==> src/rtl/diff_sample_pacer_if.sv <==
// Bit-stream in / carrier-sample strobes out bundle for diff_sample_pacer.
// The pacer is the slave; the bit source and sample consumer side is the master.
interface diff_sample_pacer_if #(
    parameter int SAMPLES_PER_CARRIER = 8
);
    localparam int PW = (SAMPLES_PER_CARRIER > 1) ?
        $clog2(SAMPLES_PER_CARRIER) : 1;

    logic          diff_mod_valid;
    logic          diff_mod_data;
    logic          mod_valid;
    logic          mod_bit;
    logic [PW-1:0] mod_phase_idx;
    logic          mod_bit_start;
    logic          mod_active;

    modport master (
        output diff_mod_valid,
        output diff_mod_data,
        input  mod_valid,
        input  mod_bit,
        input  mod_phase_idx,
        input  mod_bit_start,
        input  mod_active
    );

    modport slave (
        input  diff_mod_valid,
        input  diff_mod_data,
        output mod_valid,
        output mod_bit,
        output mod_phase_idx,
        output mod_bit_start,
        output mod_active
    );
endinterface

==> src/rtl/diff_sample_pacer.sv <==
// Buffers diff-encoded bits and paces them out as carrier-sample strobes.
// Define PACER_STATUS_EN to add the ovf_sticky and fill_level status ports.
module diff_sample_pacer #(
    parameter int FIFO_DEPTH          = 64,
    parameter int START_LEVEL         = 32,
    parameter int SAMPLE_DIV          = 50,
    parameter int SAMPLES_PER_BIT     = 40,
    parameter int SAMPLES_PER_CARRIER = 8
) (
    input logic                sys_clk,
    input logic                rst_n,
    diff_sample_pacer_if.slave bus
`ifdef PACER_STATUS_EN
    ,
    output logic                          ovf_sticky,
    output logic [$clog2(FIFO_DEPTH):0]   fill_level
`endif
);
    localparam int AW = $clog2(FIFO_DEPTH);
    localparam int CW = AW + 1;
    localparam int DW = $clog2(SAMPLE_DIV);
    localparam int SW = (SAMPLES_PER_BIT > 1) ?
        $clog2(SAMPLES_PER_BIT) : 1;
    localparam int PW = (SAMPLES_PER_CARRIER > 1) ?
        $clog2(SAMPLES_PER_CARRIER) : 1;

    localparam logic [CW-1:0] FULL_CNT  = CW'(FIFO_DEPTH);
    localparam logic [CW-1:0] START_CNT = CW'(START_LEVEL);
    localparam logic [DW-1:0] DIV_LAST  = DW'(SAMPLE_DIV - 1);
    localparam logic [DW-1:0] DIV_PRE   = DW'(SAMPLE_DIV - 2);
    localparam logic [SW-1:0] SMP_LAST  = SW'(SAMPLES_PER_BIT - 1);
    localparam logic [PW-1:0] PH_LAST   = PW'(SAMPLES_PER_CARRIER - 1);
    localparam logic [4:0]    GAP_MAX   = 5'd16;

    typedef enum logic [1:0] {
        IDLE = 2'd0,
        LOAD = 2'd1,
        PLAY = 2'd2
    } state_t;

    state_t        state;
    state_t        state_nxt;
    logic          mem [FIFO_DEPTH];
    logic [AW-1:0] wr_ptr;
    logic [AW-1:0] rd_ptr;
    logic [CW-1:0] count;
    logic [4:0]    gap;
    logic [DW-1:0] div;
    logic [SW-1:0] smp;
    logic [PW-1:0] phase;
    logic          mv;
    logic          mb;
    logic          mbs;
    logic          ma;

    logic full;
    logic empty;
    logic wr_en;
    logic pop;
    logic flush;
    logic div_wrap;
    logic bit_end;

    assign full     = (count == FULL_CNT);
    assign empty    = (count == '0);
    assign wr_en    = bus.diff_mod_valid & ~full;
    assign flush    = ~empty & (gap == GAP_MAX);
    assign div_wrap = (state == PLAY) & (div == DIV_LAST);
    assign bit_end  = div_wrap & (smp == SMP_LAST);

    always_comb begin
        state_nxt = state;
        pop       = 1'b0;
        unique case (state)
            IDLE: begin
                if (count >= START_CNT || flush) begin
                    pop       = 1'b1;
                    state_nxt = LOAD;
                end
            end
            LOAD: state_nxt = PLAY;
            PLAY: begin
                if (bit_end) begin
                    if (!empty) pop = 1'b1;
                    else        state_nxt = IDLE;
                end
            end
            default: state_nxt = IDLE;
        endcase
    end

    always_ff @(posedge sys_clk or negedge rst_n) begin
        if (!rst_n) state <= IDLE;
        else        state <= state_nxt;
    end

    // Storage is not reset; pointers and count define what is valid.
    always_ff @(posedge sys_clk) begin
        if (wr_en) mem[wr_ptr] <= bus.diff_mod_data;
    end

    always_ff @(posedge sys_clk or negedge rst_n) begin
        if (!rst_n) begin
            wr_ptr <= '0;
            rd_ptr <= '0;
            count  <= '0;
            gap    <= '0;
        end else begin
            if (wr_en) wr_ptr <= wr_ptr + AW'(1);
            if (pop)   rd_ptr <= rd_ptr + AW'(1);
            if (wr_en && !pop)      count <= count + CW'(1);
            else if (!wr_en && pop) count <= count - CW'(1);
            if (wr_en)               gap <= '0;
            else if (gap != GAP_MAX) gap <= gap + 5'd1;
        end
    end

    // Strobes are registered one cycle ahead so they line up with div wrap.
    always_ff @(posedge sys_clk or negedge rst_n) begin
        if (!rst_n) begin
            div   <= '0;
            smp   <= '0;
            phase <= '0;
            mv    <= 1'b0;
            mb    <= 1'b0;
            mbs   <= 1'b0;
            ma    <= 1'b0;
        end else begin
            mv  <= (state == PLAY) & (div == DIV_PRE);
            mbs <= (state == PLAY) & (div == DIV_PRE) & (smp == '0);
            if (pop) mb <= mem[rd_ptr];
            if (state == LOAD) begin
                div   <= '0;
                smp   <= '0;
                phase <= '0;
                ma    <= 1'b1;
            end
            if (state == PLAY) begin
                div <= div_wrap ? '0 : div + DW'(1);
                if (div_wrap) begin
                    smp   <= (smp == SMP_LAST) ? '0 : smp + SW'(1);
                    phase <= (phase == PH_LAST) ? '0 : phase + PW'(1);
                end
                if (bit_end && empty) ma <= 1'b0;
            end
        end
    end

    assign bus.mod_valid     = mv;
    assign bus.mod_bit       = mb;
    assign bus.mod_phase_idx = phase;
    assign bus.mod_bit_start = mbs;
    assign bus.mod_active    = ma;

`ifdef PACER_STATUS_EN
    always_ff @(posedge sys_clk or negedge rst_n) begin
        if (!rst_n)                      ovf_sticky <= 1'b0;
        else if (bus.diff_mod_valid && full) ovf_sticky <= 1'b1;
    end

    assign fill_level = count;
`endif
endmodule

==> src/flat_wrapper.sv <==
// flat-port wrapper written by rule: the top's interface ports become plain ports
module diff_sample_pacer_flat 
#(
    parameter int FIFO_DEPTH          = 64,
    parameter int START_LEVEL         = 32,
    parameter int SAMPLE_DIV          = 50,
    parameter int SAMPLES_PER_BIT     = 40,
    parameter int SAMPLES_PER_CARRIER = 8
)
  (sys_clk, rst_n, bus_diff_mod_valid, bus_diff_mod_data, bus_mod_valid, bus_mod_bit, bus_mod_phase_idx, bus_mod_bit_start, bus_mod_active);
  diff_sample_pacer_if #(.SAMPLES_PER_CARRIER(SAMPLES_PER_CARRIER)) bus_i ();
  input logic sys_clk;
  input logic rst_n;
  input wire logic [$bits(bus_i.diff_mod_valid)-1:0] bus_diff_mod_valid;
  input wire logic [$bits(bus_i.diff_mod_data)-1:0] bus_diff_mod_data;
  output wire logic [$bits(bus_i.mod_valid)-1:0] bus_mod_valid;
  output wire logic [$bits(bus_i.mod_bit)-1:0] bus_mod_bit;
  output wire logic [$bits(bus_i.mod_phase_idx)-1:0] bus_mod_phase_idx;
  output wire logic [$bits(bus_i.mod_bit_start)-1:0] bus_mod_bit_start;
  output wire logic [$bits(bus_i.mod_active)-1:0] bus_mod_active;
  assign bus_i.diff_mod_valid = bus_diff_mod_valid;
  assign bus_i.diff_mod_data = bus_diff_mod_data;
  assign bus_mod_valid = bus_i.mod_valid;
  assign bus_mod_bit = bus_i.mod_bit;
  assign bus_mod_phase_idx = bus_i.mod_phase_idx;
  assign bus_mod_bit_start = bus_i.mod_bit_start;
  assign bus_mod_active = bus_i.mod_active;
  diff_sample_pacer #(.FIFO_DEPTH(FIFO_DEPTH), .START_LEVEL(START_LEVEL), .SAMPLE_DIV(SAMPLE_DIV), .SAMPLES_PER_BIT(SAMPLES_PER_BIT), .SAMPLES_PER_CARRIER(SAMPLES_PER_CARRIER)) u_core (.sys_clk(sys_clk), .rst_n(rst_n), .bus(bus_i));
endmodule
==> config.mk <==
export PLATFORM = sky130hd
export DESIGN_NAME = diff_sample_pacer_flat
export DESIGN_NICKNAME = d
export VERILOG_FILES = /design/src/rtl/diff_sample_pacer_if.sv /design/src/rtl/diff_sample_pacer.sv /design/src/flat_wrapper.sv
export SDC_FILE = /design/constraint.sdc
export NUM_CORES = 1
export LEC_CHECK = 0
export ABC_AREA = 1
export BUFFER_PORTS_ARGS = -buffer_cell sky130_fd_sc_hd__buf_2
export CORE_MARGIN = 5
export CORE_UTILIZATION = 45
export DETAILED_ROUTE_END_ITERATION = 10
export SLEW_MARGIN = 20
export SYNTH_ARGS = -nofsm -noshare
export SYNTH_HDL_FRONTEND = slang
export SYNTH_SLANG_ARGS = --single-unit
==> constraint.sdc <==
create_clock -name sys_clk -period 8.72 [get_ports sys_clk]
set_clock_uncertainty 0.1 [all_clocks]
set_input_delay 0.872 -clock sys_clk [delete_from_list [all_inputs] [get_ports sys_clk]]
set_output_delay 0.872 -clock sys_clk [all_outputs]
set_load 0.02 [all_outputs]
==> summary.md, run 1 <==
## Clock tree
- 3 — # H-tree levels
- done — CTS tree
- 9 — clock buffer count from CTS
- 0.07 ns — clock-pin slew of the registers on the worst-case setup and hold paths
- 0 — Setup Fix Bufs, Post-CTS
- clkbuf_16 — clock root buffer master
- 0 — post-cts hold buffer count
- 109 — Clock Sinks
- 0 — Post-CTS Resized
- 0.36 ns — clock network latency to the later pin of the worst-skew pair
- 2 — maximum number of buffers from clock root to sink

## Cells and area
- 639 — number of nets in the layout
- 49.68% — end-of-flow core utilization
- 0 — diode insertion count for antenna repair
- 8.425% — layout overhead on the synthesized area
- 766 — fin cells
- 7.593% — layout cell share with drive strength beyond 1

## Floorplan
- 14490 um2 — die footprint
- 120.4 um — die height
- 11 — IO Pins
- 45.82% — effective utilization at floorplan
- 40 — Rows
- 11960 um2 — total core area
- 120.4 um — die outline width

## Timing
- 33.49% — Worst slew margin
- 5.560 ns — worst path setup slack after routing
- 0.3165 GHz — fmax
- 0.9977 ns — Slew @ Worst Pin
- 36.24% — period utilisation layout
- 0 — total of endpoints with negative setup slack in the final report
- 3.160 ns — Tmin final
- 0 — Hold Violations, Final
- 0 — final-report max-slew violation count
- no — setup repair after global routing missed its margin
- 0 ns — aggregate negative setup slack

## Critical path
- u_core.state[0]$_DFFE_PN0P_ — reg-to-reg startpoint
- flop — element type at the critical path end
- flop to flop — critical path type
- 4 — number of buffers and inverters on the critical path
- simple AND/OR/NAND/NOR gates — cell family contributing the most delay on the critical path
- flop — crit start category
- 20 — WP depth
- 8 — worst-path maximum fanout
- inv_1 > ha_1 > nand3_2 > nor2_4 > inv_4 > nor2_4 > nand2_2 > nand2_4 > inv_4 > ha_1 > inv_1 > ha_1 > nand3_1 > nand3_1 > nand2_1 > nand2_1 > a21oi_1 > xor2_1 > nand2_1 > o21ai_0 — critical path cell sequence
- 3.34 ns — endpoint arrival time on the critical path
- 0.40 ns — Largest stage delay, worst path
- 20 — length in cells of the worst reg-to-reg path
- u_core.state[0]$_DFFE_PN0P_ — Worst setup startpoint
- dfrtp_1 — cell with the biggest individual delay on the critical path
- 8.90 ns — data required time of the critical path

## Power and ir drop
- 0.0004210 W — net switching power
- 31.4% — clock network fraction of total power
- 0.001291 W — PnR Total Power
- 0.0008701 W — total internal power
- 32.61% — switching share of power
- 217.3 nW/um2 — pwr/cell area
- 106.8 uV — Max VDD drop
- 19.5% — combinational cell fraction of total power
- 49.1% — share of total power in sequential cells
- 2.515 nW — leakage power

## Global route
- 18.56 mm — first-pass GRT wire length
- 65 — largest net degree at the start of global routing
- 16.59% — aggregate global-route resource usage
- 3702 — number of global-route vias before repair
- 0 — global route total overflow
- 0 — antenna violations before repair

## Flow run
- 0 — Max Cap Violations

## Logic synthesis
- 604 — number of cells produced by synthesis
- 55.62% — sequential element share of the synthesized area
- 0 — total number of yosys warnings
- 5480 um2 — combined area of all synthesized cells
- 9.073 um2 — Syn Area/Cell
- 36 — library cells used by synthesis
- 109 — flops & latches, synth
- 629 — net count after synthesis

## Detailed routing
- 11.26 mm — total detailed-routing wirelength
- 3905 — DR vias
- 0 — Antenna Violating Nets Remaining
- 14.70 um — routed length per placed instance
- 0 — DRC Markers
- 5 — drt pass-1 iters
- 274 — number of violations reported at the end of detailed-routing iteration 0
- 5.098 — number of vias per cell after detailed routing

## Placement
- 7.314 mm — HPWL reported at the end of detailed placement
- 0.8141 — routability cong.
- 5.562 ns — pre-CTS worst setup slack
- 10 — port buffer count
- 750 — Placed Cells incl. Taps

## Min path
- u_core.bus.mod_active$_DFF_PN0_ — Hold Startpoint
- 2 — cell depth of the worst min-delay path
- flop to flop — HP Class

## Run status
- completed — result of the run

==> state kept, by name, summed over array words and instances (netlist names) <==
name / cells
u_core.count: 7
u_core.state: 2
u_core.bus.mod_active: 1
u_core.rd_ptr: 6
u_core.smp: 6
u_core.bus.mod_bit_start: 1
u_core.bus.mod_phase_idx: 3
u_core.bus.mod_bit: 1
u_core.mem: 64
u_core.div: 6
u_core.wr_ptr: 6
u_core.bus.mod_valid: 1
u_core.gap: 5
==> cell type report <==
| class | count | area [um2] |
|---|---|---|
| Sequential cell | 109 | 3048 |
| Clock inverter | 6 | 52.55 |
| Timing Repair Buffer | 11 | 60.06 |
| Clock buffer | 10 | 239.0 |
| Fill cell | 1112 | 6020 |
| Multi-Input combinational cell | 409 | 2076 |
| Inverter | 74 | 282.8 |
| Tap cell | 147 | 183.9 |
==> metrics by stage <==
step / hold slack, ns / instance area [um2]
finish: 0.3862 / 5942
global route: 0.4176 / 5942
CTS: 0.3925 / 5939
detailed placement: 0.3728 / 5648
global placement: 0.3738 / 5648
floorplan: 0.3642 / 5480
==> routing by layer <==
layer / routed length, um / GRT usage [%] / vias to the layer above
met4: 133 / 6.445 / 0
met1: 5307 / 22.18 / 1837
met3: 551 / 3.929 / 8
met2: 5264 / 26.27 / 80
li1: - / - / 1980
met5: 0 / 0 / -
==> power groups by stage <==
stage / Combinational [W] / Clock (W) / Sequential (W)
finish: 0.000252 / 0.000405 / 0.000634
global route: 0.000287 / 0.000437 / 0.000642
CTS: 0.000254 / 0.000417 / 0.000634
detailed placement: 0.000251 / 0 / 0.000645
global placement: 0.000245 / 0 / 0.000643
floorplan: 0.000188 / 0 / 0.000630
==> placed cells by master (no fill, tap or decap), types with 2 or more instances in the layout <==
cell,n
a21oi_1,12
buf_2,9
buf_4,2
clkbuf_16,9
clkinvlp_4,2
dfrtp_1,45
edfxtp_1,64
ha_1,20
inv_1,66
inv_2,5
inv_4,2
inv_6,3
nand2_1,134
nand2_2,2
nand3_1,46
nand4_1,6
nand4_4,2
nor2_1,115
nor2_4,3
nor3_1,8
nor4_1,2
o21ai_0,24
o21ai_1,2
o22ai_1,4
or2_2,2
xor2_1,17
==> cells in the mapped netlist, drive strengths merged <==
library cell / count / area, um2
o21ai: 26 / 130.1
a31oi: 1 / 6.260
nor3: 9 / 56.31
inv: 73 / 279.0
dfrtp: 45 / 1126
nand2: 137 / 526.8
a22o: 1 / 10.01
o21a: 1 / 7.510
xnor2: 1 / 8.760
nand4: 8 / 80.08
buf: 10 / 66.31
nor2: 118 / 465.4
clkbuf: 2 / 7.510
a211oi: 1 / 7.510
edfxtp: 64 / 1922
or2: 2 / 12.51
nor4: 2 / 12.51
clkinv: 1 / 3.750
a21oi: 12 / 60.06
o31ai: 1 / 7.510
o22ai: 4 / 25.02
xor2: 17 / 148.9
ha: 20 / 250.2
nand3: 47 / 240.2
fa: 1 / 20.02
==> kinds of logic (layout without fill, tap and decap cells) <==
| group | count (synthesis) | count (layout) | share of synthesized area [%] |
|---|---|---|---|
| buffers and inverters | 86 | 101 | 6.507 |
| flip-flops | 109 | 109 | 55.62 |
| adder cells (fa/ha/maj) | 21 | 21 | 4.932 |
| AND/OR/NAND/NOR | 323 | 323 | 25.43 |
| AO/OA/AOI/OAI | 47 | 47 | 4.635 |
| XOR/XNOR | 18 | 18 | 2.877 |
==> worst reg2reg max path: cells and delay by family (launching register included) <==
family / cells / cell delay (ns)
AO/OA/AOI/OAI: 2 / 0.21
XOR/XNOR: 1 / 0.16
adder cells (fa/ha/maj): 3 / 0.73
buffers and inverters: 4 / 0.42
flip-flops: 1 / 0.40
AND/OR/NAND/NOR: 10 / 1.06
==> worst paths after layout <==
check	end	slack (ns)
max	u_core.count[6]$_DFFE_PN0P_	5.56
min	u_core.bus.mod_active$_DFF_PN0_	0.39
max reg2reg	u_core.count[6]$_DFFE_PN0P_	5.56
min reg2reg	u_core.bus.mod_active$_DFF_PN0_	0.39
max in group asynchronous	u_core.state[0]$_DFFE_PN0P_	7.71
min in group asynchronous	u_core.smp[0]$_DFF_PN0_	0.41
(Power assumes the default switching activity.)
==> inputs of run 2 (changes only) <==
==> constraint.sdc (replaced) <==
create_clock -name sys_clk -period 2.81 [get_ports sys_clk]
set_clock_uncertainty 0.1 [all_clocks]
set_input_delay 0.281 -clock sys_clk [delete_from_list [all_inputs] [get_ports sys_clk]]
set_output_delay 0.281 -clock sys_clk [all_outputs]
set_load 0.02 [all_outputs]
==> run 2 against run 1 <==
- critical path depth unchanged
- global-route usage grew 0.57 points
- largest cell class unchanged
- combinational power increased to 4.0 times the previous value
- non-clock buffer count up 28
- core utilization increased by 2.8 points
- clock power rose to 2.9 times the previous value
- largest power group unchanged
- sequential power rose to 3.1 times the previous value
- highest routed layer unchanged
- worst hold slack worse by 0.10 ns
- wire length up 3.8%
- worst setup slack got worse by 5.4 ns
- fmax is 17% higher
==> summary.md, run 2 (synthesized netlist as in run 1, its figures left out) <==
## Clock tree
- 0.35 ns — clock network latency to the later pin of the worst-skew pair
- done — CTS tree
- 0.07 ns — clock-pin slew of the registers on the worst-case setup and hold paths
- 109 — Clock Sinks
- clkbuf_16 — clock root buffer master
- 3 — # H-tree levels
- 2 — maximum number of buffers from clock root to sink
- 9 — clock buffer count from CTS

## Power and ir drop
- 0.002810 W — total internal power
- 291.8 uV — Max VDD drop
- 47.1% — share of total power in sequential cells
- 32.53% — switching share of power
- 2.652 nW — leakage power
- 28.4% — clock network fraction of total power
- 663.5 nW/um2 — pwr/cell area
- 0.001354 W — net switching power
- 24.5% — combinational cell fraction of total power

## Min path
- input port to flop — HP Class
- 3 — cell depth of the worst min-delay path
- bus_diff_mod_valid — Hold Startpoint
- u_core.wr_ptr[0]$_DFFE_PN0P_ — Hold Crit Endpoint

## Cells and area
- u_core.mem — Top reg by flops
- 667 — number of nets in the layout
- 0 — diode insertion count for antenna repair
- nand2_1, nor2_1, edfxtp_1, inv_1, dfrtp_1 — most frequent cells in the layout
- 14.99% — layout cell share with drive strength beyond 1
- nand2_1 — most common library cell in the layout ignoring fill and taps
- 14.52% — layout overhead on the synthesized area
- 64 — max FFs per register
- 794 — fin cells
- u_core.mem x64, u_core.count x7 — leading registers by flop count
- 52.47% — end-of-flow core utilization

## Critical path
- flop — element type at the critical path end
- u_core.gap[0]$_DFFE_PN0P_ — Worst setup startpoint
- 2.98 ns — data required time of the critical path
- u_core.gap[0]$_DFFE_PN0P_ — reg-to-reg startpoint
- 5 — worst-path maximum fanout
- 2.86 ns — endpoint arrival time on the critical path
- u_core.count[6]$_DFFE_PN0P_ — worst flop-to-flop path endpoint
- 20 — length in cells of the worst reg-to-reg path
- 0.12 ns — worst reg-to-reg setup slack
- flop — crit start category
- flop to flop — critical path type

## Timing
- 95.71% — period utilisation layout
- 31.87% — Worst slew margin
- 0 ns — aggregate negative setup slack
- 0.2852 ns — final hold slack
- 0 — total of endpoints with negative setup slack in the final report
- 0 — final-report max-slew violation count
- 2.690 ns — Tmin final
- 0 — Hold Violations, Final
- 1.022 ns — Slew @ Worst Pin
- 0.3718 GHz — fmax

## Global route
- 17.15% — aggregate global-route resource usage
- 19.64 mm — first-pass GRT wire length
- 3901 — number of global-route vias before repair
- 0 — antenna violations before repair
- 0 — global route total overflow
- 65 — largest net degree at the start of global routing

## Detailed routing
- 5.087 — number of vias per cell after detailed routing
- 11.68 mm — total detailed-routing wirelength
- 326 — number of violations reported at the end of detailed-routing iteration 0
- 0 — DRC Markers
- 5 — drt pass-1 iters
- 0 — Antenna Violating Nets Remaining
- 14.71 um — routed length per placed instance
- 4039 — DR vias

## Floorplan
- 120.4 um — die height
- 120.4 um — die outline width
- 11 — IO Pins
- 11960 um2 — total core area
- 45.82% — effective utilization at floorplan
- 40 — Rows
- 14490 um2 — die footprint

## Placement
- 772 — Placed Cells incl. Taps
- 0.8064 — routability cong.
- 7.689 mm — HPWL reported at the end of detailed placement
- 10 — port buffer count

## Run status
- completed — result of the run

## Flow run
- 0 — Max Cap Violations

[run 2: cell type report]
type                       count  area, um2
clock buffer                  10      229.0
tap                          147      183.9
timing repair buffer          39      272.8
fill                        1110       5685
sequential                   109       3048
inverter                      74      287.8
clock inverter                 6      38.79
multi-input combinational    409       2216
[run 2: per-layer routing]
layer / global-route usage [%] / part of all wire, % / vias up
li1: - / - / 2036
met1: 23.75 / 47 / 1924
met2: 27.50 / 47 / 65
met3: 2.572 / 3.9 / 14
met4: 6.374 / 1.8 / 0
met5: 0 / 0 / -
[run 2: through the flow]
step	worst slack, ns	instance area (um2)	power (W)
after global routing	-0.09493	6276	0.004389
after CTS	0.01563	6116	0.004074
after global placement	0.04506	5813	0.002818
final	0.1204	6276	0.004164
after floorplan	0.006438	5480	0.002540
after detailed placement	-0.07904	5813	0.002851
[run 2: power groups by stage]
stage,sequential (W),combinational (W),clock [W]
3_3_place_gp,0.00197,0.000847,0
3_5_place_dp,0.00198,0.000870,0
5_1_grt,0.00198,0.00114,0.00127
6_report,0.00196,0.00102,0.00118
2_1_floorplan,0.00196,0.000583,0
4_1_cts,0.00195,0.000909,0.00121
[run 2: worst max-delay path, stage by stage, from the launching register on]
cell     delay (ns)
dfrtp_1        0.39
inv_2          0.09
ha_4           0.13
nand2_2        0.06
nor3_4         0.20
inv_2          0.06
o21ai_2        0.15
nand2_2        0.09
nand2_4        0.08
inv_4          0.04
ha_4           0.16
inv_6          0.08
ha_4           0.21
nand2_1        0.09
nand3_2        0.09
nand2_2        0.08
nand2_1        0.07
a21oi_2        0.16
xor2_1         0.15
nand2_1        0.06
o21ai_1        0.07
[run 2: how the worst max path moves through the flow]
stage / endpoint / slack, ns / cells after the start
detailed placement: u_core.count[5]$_DFFE_PN0P_ / -0.08 / 19
finish: u_core.count[6]$_DFFE_PN0P_ / 0.12 / 20
CTS: u_core.count[6]$_DFFE_PN0P_ / 0.02 / 18
global route: u_core.count[6]$_DFFE_PN0P_ / -0.09 / 20
floorplan: u_core.count[6]$_DFFE_PN0P_ / 0.006 / 20
global placement: u_core.count[6]$_DFFE_PN0P_ / 0.05 / 20
[run 2: what timing repair did]
action / 4_1_cts / 5_1_grt
buffers inserted: 0 / 5
setup endpoints to repair: 2 / 2
pin swaps: 0 / 14
resized for setup: 6 / 27
endpoints found under the hold margin: 0 / 45
hold buffers: 0 / 1
==> inputs of run 3 (changes only) <==
--- a/config.mk
+++ b/config.mk
@@ -10,7 +10,8 @@
 export CORE_MARGIN = 5
 export CORE_UTILIZATION = 45
 export DETAILED_ROUTE_END_ITERATION = 10
-export SLEW_MARGIN = 20
+export PLACE_DENSITY = 0.59
+export SLEW_MARGIN = 10
 export SYNTH_ARGS = -nofsm -noshare
 export SYNTH_HDL_FRONTEND = slang
 export SYNTH_SLANG_ARGS = --single-unit
==> run 3 against run 2 <==
- core utilization up 0.21 points
- fmax up 0.49%
- worst setup slack better by 0.013 ns
- wire length down 0.48%
- register-to-register slack about the same
- sequential share of layout area down 0.19 points
- cell area up 0.40%
- via count down 0.22%
- combinational power about the same
- flip-flop and latch count unchanged
- critical endpoint is now u_core.count[5]$_DFFE_PN0P_
==> summary.md, run 3 (synthesized netlist as in run 1, its figures left out) <==
## Power and ir drop
- 667.8 nW/um2 — pwr/cell area
- 2.674 nW — leakage power
- 383.7 uV — Max VDD drop

## Critical path
- 5 — worst-path maximum fanout
- 0.13 ns — worst reg-to-reg setup slack
- 4 — number of buffers and inverters on the critical path
- 2.94 ns — data required time of the critical path
- flop — crit start category
- 2.80 ns — endpoint arrival time on the critical path
- simple AND/OR/NAND/NOR gates — cell family contributing the most delay on the critical path
- flop to flop — critical path type
- nand2_2 — cell type with the highest occurrence count on the critical path
- inv_2 > ha_4 > nand2_2 > nor3_4 > inv_2 > o21ai_4 > nand2_2 > nand2_4 > inv_4 > ha_4 > inv_6 > ha_4 > a21oi_2 > nand2_2 > nand2_2 > nand2_2 > a21oi_2 > or2_4 > a31oi_1 — critical path cell sequence
- dfrtp_1 — cell with the biggest individual delay on the critical path
- 0.39 ns — Largest stage delay, worst path
- flop — element type at the critical path end

## Timing
- 0.3736 GHz — fmax
- 0.9548 ns — Slew @ Worst Pin
- 0 — final-report max-slew violation count
- 0.1337 ns — worst path setup slack after routing
- 95.24% — period utilisation layout
- 0 — total of endpoints with negative setup slack in the final report
- 2.676 ns — Tmin final
- 36.35% — Worst slew margin
- 0 — Hold Violations, Final

## Placement
- 10 — port buffer count
- 0.8084 — routability cong.
- -0.1081 ns — pre-CTS worst setup slack
- 5828 um2 — DP Area
- 7.542 mm — HPWL reported at the end of detailed placement

## Cells and area
- nand2_1, nor2_1, edfxtp_1, inv_1, dfrtp_1 — most frequent cells in the layout
- 14.98% — layout overhead on the synthesized area
- 52.68% — end-of-flow core utilization
- 669 — number of nets in the layout
- 64 — max FFs per register
- 2208 um2 — area used by multi-input combinational logic
- u_core.mem x64, u_core.count x7 — leading registers by flop count
- nand2_1 — most common library cell in the layout ignoring fill and taps
- 3048 um2 — FF/Latch Area
- 14.33% — layout cell share with drive strength beyond 1
- u_core.mem — Top reg by flops
- 0 — diode insertion count for antenna repair
- 1121 — fillers
- 6301 um2 — final std cell area, no fill

## Global route
- 0 — global route total overflow
- 16.58% — aggregate global-route resource usage
- 0 — antenna violations before repair
- 18.93 mm — first-pass GRT wire length
- 65 — largest net degree at the start of global routing
- 3800 — number of global-route vias before repair

## Clock tree
- 2 — maximum number of buffers from clock root to sink
- 109 — Clock Sinks
- 3 — # H-tree levels
- 0.07 ns — clock-pin slew of the registers on the worst-case setup and hold paths
- 9 — clock buffer count from CTS
- done — CTS tree
- clkbuf_16 — clock root buffer master
- 0.34 ns — clock network latency to the later pin of the worst-skew pair

## Detailed routing
- 5.063 — number of vias per cell after detailed routing
- 4030 — DR vias
- 11.62 mm — total detailed-routing wirelength
- 335 — number of violations reported at the end of detailed-routing iteration 0
- 14.60 um — routed length per placed instance
- 5 — drt pass-1 iters
- 0 — Antenna Violating Nets Remaining
- 0 — DRC Markers

## Floorplan
- 40 — Rows
- 11 — IO Pins
- 45.82% — effective utilization at floorplan
- 120.4 um — die outline width
- 14490 um2 — die footprint
- 120.4 um — die height
- 11960 um2 — total core area

## Run status
- completed — result of the run

## Min path
- input port to flop — HP Class

## Flow run
- 0 — Max Cap Violations

[run 3: per-stage QoR]
| stage | instances | setup TNS [ns] | hold WS, ns | total power (W) |
|---|---|---|---|---|
| after floorplan | 604 | 0 | -0.1146 | 0.002540 |
| after global placement | 774 | 0 | 0.1694 | 0.002795 |
| after detailed placement | 774 | -0.1874 | 0.1806 | 0.002824 |
| after CTS | 791 | 0 | 0.2794 | 0.004106 |
| after global routing | 796 | -0.1368 | 0.2824 | 0.004437 |
| final | 796 | 0 | 0.2850 | 0.004208 |
[run 3: path summary, 6_finish.rpt]
path,cells past startpoint,end,start
worst min-delay path,3,u_core.wr_ptr[0]$_DFFE_PN0P_,bus_diff_mod_valid
min in group asynchronous,2,u_core.smp[1]$_DFF_PN0_,rst_n
worst max-delay path,19,u_core.count[5]$_DFFE_PN0P_,u_core.gap[0]$_DFFE_PN0P_
max in group asynchronous,3,u_core.wr_ptr[5]$_DFFE_PN0P_,rst_n
worst max register to register,19,u_core.count[5]$_DFFE_PN0P_,u_core.gap[0]$_DFFE_PN0P_
worst min register to register,2,u_core.bus.mod_bit$_DFFE_PN0P_,u_core.bus.mod_bit$_DFFE_PN0P_
[run 3: per-layer routing]
| metal | track usage, % | part of all wire [%] |
|---|---|---|
| met5 | 0 | 0 |
| met4 | 6.020 | 1.4 |
| met3 | 2.526 | 4.3 |
| met2 | 25.54 | 46 |
| met1 | 23.89 | 49 |
[run 3: cell type report]
type                    instances  area share, %
flip-flops and latches        109          48.37
inverters                      74          4.567
well taps                     147          2.919
clock buffers                  14          4.031
repair buffers                 41          4.527
clock inverters                 2         0.5361
multi-input cells             409          35.05
[run 3: worst min-delay path: stages]
cell and delay [ns]:
buf_2 0.10, nand2_1 0.20, xor2_1 0.11
[run 3: repair_timing]
item / CTS / global route
endpoints found under the setup margin: 2 / 2
hold endpoints to repair: 20 / 0
resized for setup: 5 / 26
hold buffers: 1 / 0
pin swaps: 0 / 14
setup buffers: 0 / 5
[run 3: report_power, final]
part / internal (W) / switching (W) / leakage [nW]
Sequential: 0.00183 / 0.000130 / 1.13
Clock: 0.000715 / 0.000545 / 0.139
Combinational: 0.000344 / 0.000642 / 1.41
Total: 0.00289 / 0.00132 / 2.67
